<file path="config.mk">
export PLATFORM = sky130hd
export DESIGN_NAME = i2c_bit_ctrl
export DESIGN_NICKNAME = d
export VERILOG_FILES = /design/src/rtl/i2c_bit_ctrl.sv
export SDC_FILE = /design/constraint.sdc
export NUM_CORES = 1
export LEC_CHECK = 0
export ABC_AREA = 1
export BUFFER_PORTS_ARGS = -buffer_cell sky130_fd_sc_hd__buf_2
export CAP_MARGIN = 20
export CORE_ASPECT_RATIO = 1.75
export CORE_MARGIN = 10
export CORE_UTILIZATION = 47
export CTS_CLUSTER_DIAMETER = 120
export DETAILED_ROUTE_END_ITERATION = 16
export GPL_TIMING_DRIVEN = 0
export PLACE_DENSITY = 0.74
export SLEW_MARGIN = 20
export SYNTH_ARGS = -nofsm -noshare
export SYNTH_HDL_FRONTEND = slang
export SYNTH_SLANG_ARGS = --single-unit
</file>
<file path="constraint.sdc">
create_clock -name clk_i -period 1.4 [get_ports clk_i]
set_input_delay 0.28 -clock clk_i [delete_from_list [all_inputs] [get_ports clk_i]]
set_output_delay 0.28 -clock clk_i [all_outputs]
set_load 0.02 [all_outputs]
</file>
<file path="src/rtl/i2c_bit_ctrl.sv">
// I2C bit sequencer: one bus command (START/STOP/WRITE/READ) becomes four prescaled phases of SCL/SDA drive.
// Latency 4*(P+1) cycles plus stretch; cmd_ready only in IDLE, SCL low in PH_B/PH_C stalls the phase.
module i2c_bit_ctrl #(
  parameter int PRESCALE_W = 16
) (
  input  logic                  clk_i,
  input  logic                  reset_n,
  input  logic                  enable,
  input  logic [PRESCALE_W-1:0] prescale,
  input  logic                  cmd_valid,
  output logic                  cmd_ready,
  input  logic [1:0]            cmd,
  input  logic                  cmd_din,
  output logic                  done,
  output logic                  dout,
  output logic                  busy,
  input  logic                  scl_i,
  input  logic                  sda_i,
  output logic                  scl_oe,
  output logic                  sda_oe
);

  typedef enum logic [2:0] {IDLE, PH_A, PH_B, PH_C, PH_D} state_t;

  localparam logic [1:0] CMD_START = 2'b00;
  localparam logic [1:0] CMD_STOP  = 2'b01;
  localparam logic [1:0] CMD_WRITE = 2'b10;
  localparam logic [1:0] CMD_READ  = 2'b11;
  localparam logic [PRESCALE_W-1:0] CNT_ONE = PRESCALE_W'(1);

  state_t                state;
  state_t                nxt_phase;
  logic [PRESCALE_W-1:0] cnt;
  logic [PRESCALE_W-1:0] presc_q;
  logic [1:0]            cmd_q;
  logic                  din_q;
  logic                  stall;

  // Returns {scl_oe, sda_oe} for a command in a given phase.
  function automatic logic [1:0] phase_drive(input logic [1:0] c, input logic d, input state_t ph);
    logic scl;
    logic sda;
    scl = 1'b0;
    sda = 1'b0;
    case (c)
      CMD_START: begin
        sda = (ph == PH_C) || (ph == PH_D);
        scl = (ph == PH_D);
      end
      CMD_STOP: begin
        scl = (ph == PH_A);
        sda = (ph != PH_D);
      end
      default: begin
        scl = (ph == PH_A) || (ph == PH_D);
        sda = (c == CMD_WRITE) ? ~d : 1'b0;
      end
    endcase
    return {scl, sda};
  endfunction

  always_comb begin
    nxt_phase = IDLE;
    case (state)
      PH_A:    nxt_phase = PH_B;
      PH_B:    nxt_phase = PH_C;
      PH_C:    nxt_phase = PH_D;
      default: nxt_phase = IDLE;
    endcase
  end

  // A slave holding SCL low while we release it extends the high phases.
  assign stall     = ((state == PH_B) || (state == PH_C)) && !scl_i;
  assign cmd_ready = enable && (state == IDLE);

  always_ff @(posedge clk_i or negedge reset_n) begin
    if (!reset_n) begin
      state   <= IDLE;
      cnt     <= '0;
      presc_q <= '0;
      cmd_q   <= CMD_START;
      din_q   <= 1'b0;
      scl_oe  <= 1'b0;
      sda_oe  <= 1'b0;
      done    <= 1'b0;
      dout    <= 1'b0;
      busy    <= 1'b0;
    end else begin
      done <= 1'b0;
      if (!enable) begin
        state  <= IDLE;
        cnt    <= '0;
        scl_oe <= 1'b0;
        sda_oe <= 1'b0;
        busy   <= 1'b0;
      end else if (state == IDLE) begin
        if (cmd_valid) begin
          cmd_q            <= cmd;
          din_q            <= cmd_din;
          presc_q          <= prescale;
          cnt              <= prescale;
          state            <= PH_A;
          busy             <= 1'b1;
          {scl_oe, sda_oe} <= phase_drive(cmd, cmd_din, PH_A);
        end
      end else if (!stall) begin
        if (cnt == '0) begin
          cnt <= presc_q;
          if ((state == PH_C) && (cmd_q == CMD_READ)) dout <= sda_i;
          if (state == PH_D) begin
            state <= IDLE;
            done  <= 1'b1;
            busy  <= 1'b0;
          end else begin
            state            <= nxt_phase;
            {scl_oe, sda_oe} <= phase_drive(cmd_q, din_q, nxt_phase);
          end
        end else begin
          cnt <= cnt - CNT_ONE;
        end
      end
    end
  end

endmodule
</file>
==> flow_summary_export.csv <==
group,metric,value,unit
synth,synth_cell_type_count,29,
layout,regArea,1090,µm²
global_routing,grt_pass1_vias,2837,
sta,fin_ws,-0.266,ns
worst_hold_path,hold_path.class,"in -> async",
detailed_routing,post-route-drc-count,0,
layout,final_common_cell,"nand2_1",
detailed_routing,wl_per_cell,20.3,µm
synth,synth_compound_area_share,10.4,%
clock_tree,cts_tree,"yes",
global_routing,antenna_found_initial,0,
critical_path,r2r-start,"state[0]",
critical_path,end_kind,"flop",
floorplan,io_pins,31,
synth,ys_seq_elements,43,
placement,io_buffer_count,30,
synth,synthMuxAreaShare,8.66,%
critical_path,critPathRequiredTime,1.61,ns
synth,syn_area,2650,µm²
synth,synth-xor-area-share,1.99,%
sta,fin_crit_sh,119,%
power_and_ir_drop,leakage,1.94,nW
sta,tightest_slew,1.01,ns
layout,fin_cells,503,
power_and_ir_drop,intPower,4.97,mW
power_and_ir_drop,p_sw_share,46.0,%
clock_tree,htree_levels,2,
sta,fin_setup_tns,-8.41,ns
detailed_routing,ant_nets,0,
sta,rsz0062_at_grt,"true",
placement,hpwl,5.10,mm
floorplan,start_util,47.7,%
global_routing,overflow,0,
clock_tree,cts_num_sinks,43,
sta,fmax,0.600,GHz
run_status,violations,"negative setup slack",
synth,synth_top_family_by_area,"simple AND/OR/NAND/NOR gates",
layout,insertedDiodeCount,0,
placement,gp_congestion,0.925,
critical_path,crit_type,"reg -> reg",
sta,slew_violations,0,
power_and_ir_drop,power.density,2310,nW/µm²
floorplan,rows,36,
synth,synth_nets,369,
clock_tree,clock_latency,0.32,ns
floorplan,dieWidth,76.7,µm
detailed_routing,drt_first_iter_violations,302,
power_and_ir_drop,seq_power_share,26.6,%
global_routing,grt_max_degree,44,
layout,layout-drive-gt1-share,46.8,%
placement,placed_cells,448,
placement,placed_cell_area,2910,µm²
sta,slew_headroom,32.5,%
sta,finClkSkew,0.00849,ns
synth,yosys.area_share.simple,29.4,%
placement,place_ws,-0.303,ns
floorplan,die_h,119,µm
clock_tree,numCtsBuffers,5,
layout,multi_input_area,1760,µm²
layout,fin_area,3980,µm²
synth,synthAdderAreaFrac,0.946,%
sta,setup_violations,44,
critical_path,cp_max_fo,7,
power_and_ir_drop,total_power,9.20,mW
clock_tree,ctsHoldBuffers,0,
detailed_routing,routed_wl,10.2,mm
synth,yosysWarnings,0,
synth,synthCells,342,
sta,finalHoldViolations,0,
detailed_routing,vias_per_cell,6.04,
power_and_ir_drop,p_switching,4.23,mW
critical_path,critPathLaunch,"state[0]",
synth,seq_area_frac_synth,40.7,%
layout,layout_common_cells,"nand2_1 (72), dfrtp_1 (33), inv_1 (29), buf_4 (29), buf_2 (29)",
run,max-cap-violations,0,
layout,final_util,71.7,%
layout,nets,453,
floorplan,design.core.area,5540,µm²
sta,hold_ws,0.125,ns
global_routing,grt.total_usage,17.6,%
power_and_ir_drop,ir_worst_vdd,1440,µV
critical_path,r2r_cells,8,
detailed_routing,vias,3039,
synth,synth_area_per_cell,7.73,µm²
power_and_ir_drop,clkPwrFrac,11.5,%
critical_path,crit_arrival,1.88,ns
clock_tree,clockBufferDepth,2,
detailed_routing,firstDrtPassIters,6,
sta,fin_crit,1.67,ns
clock_tree,root_buffer,"clkbuf_8",
critical_path,cp-start-kind,"flop",
run_status,status,"finished with violations",
layout,area_growth,50.3,%
floorplan,dieArea,9150,µm²
clock_tree,cts.clk_slew.worst_paths,0.09,ns
global_routing,grt_pass1_wl,12.9,mm
layout,fill_cells,374,
power_and_ir_drop,p_comb_share,61.9,%
registers in the layout, summed over array words and instances (netlist names):
register,flops
din_q,1
busy,1
cmd_q,2
scl_oe,1
presc_q,16
dout,1
cnt,16
state,3
sda_oe,1
done,1
final timing paths:
| check | to | slack (ns) |
|---|---|---|
| worst max-delay path | presc_q[1] | -0.27 |
| worst min-delay path | presc_q[2] | 0.12 |
| worst max register to register | presc_q[1] | -0.27 |
| worst min register to register | sda_oe | 0.50 |
| max in group asynchronous | state[0] | 0.58 |
| min in group clk_i | dout | 0.18 |
worst max-delay path: stages (launching register included):
cell       delay, ns
dfrtp_2         0.43
nor2_4          0.13
nand2_2         0.08
nor2_4          0.11
buf_8           0.12
buf_8           0.12
nand2_8         0.09
clkbuf_16       0.18
mux2_4          0.29
kinds of logic after synthesis:
logic type | count (synthesis)
xor gates and xnor gates | 6
DFF | 43
muxes | 16
adders and majority gates | 2
buffers and inverters | 46
and+or+nand+nor | 176
AOI/OAI and AO/OA | 53
synthesized netlist by cell type:
| cell | n | share of area [%] |
|---|---|---|
| nand2_1 | 86 | 12 |
| dfrtp_1 | 43 | 41 |
| nor2_1 | 42 | 6.0 |
| inv_1 | 34 | 4.8 |
| a21oi_1 | 33 | 6.2 |
| nand3_1 | 21 | 4.0 |
| o21ai_0 | 15 | 2.8 |
| mux2_4 | 13 | 7.4 |
| nand4_1 | 10 | 2.4 |
| nor3_1 | 4 | 0.76 |
| xnor2_1 | 4 | 1.3 |
| a22oi_1 | 3 | 0.85 |
| buf_4 | 3 | 0.85 |
| buf_6 | 3 | 1.3 |
| mux2_2 | 3 | 1.3 |
| nand2_2 | 3 | 0.71 |
| nor2_2 | 3 | 0.71 |
| nor2_4 | 3 | 1.3 |
| buf_2 | 2 | 0.38 |
| clkinv_1 | 2 | 0.28 |
| ha_1 | 2 | 0.95 |
| inv_2 | 2 | 0.28 |
| xor2_1 | 2 | 0.66 |
| nand2_4 | 1 | 0.43 |
| nand3_2 | 1 | 0.38 |
| nand3b_1 | 1 | 0.28 |
| nor3_2 | 1 | 0.38 |
| o211ai_1 | 1 | 0.28 |
| o21ai_1 | 1 | 0.19 |
per-layer routing:
metal  wire length, µm  up-vias  GRT usage [%]
li1                  -     1288              -
met1              3260     1459           15.7
met2              5580      221           32.5
met3               644       71           4.22
met4               722        0           13.8
met5                 0        -              0
timing repair:
| action | CTS | global route |
|---|---|---|
| gates cloned | 2 | 2 |
| setup endpoints to repair | 44 | 44 |
| gates resized for setup | 68 | 83 |
| pin swaps | 18 | 39 |
| buffers inserted | 26 | 18 |
final cells by class:
class                      instances  area share (%)
inverter                          38            3.97
multi-input combinational        254            44.3
buffer                             8            2.86
clock inverter                     2           0.881
clock buffer                       6            2.08
tap                               76            2.39
timing repair buffer              76            16.2
sequential                        43            27.4
power groups by stage:
stage	registers, mW	logic [mW]	clock network [mW]
2_1_floorplan	2.24	2.52	0
3_3_place_gp	2.31	3.18	0
3_5_place_dp	2.33	3.24	0
4_1_cts	2.32	4.31	1.05
5_1_grt	2.49	6.06	1.10
6_report	2.45	5.70	1.06
Note: power is estimated with default switching activity, not from simulation.
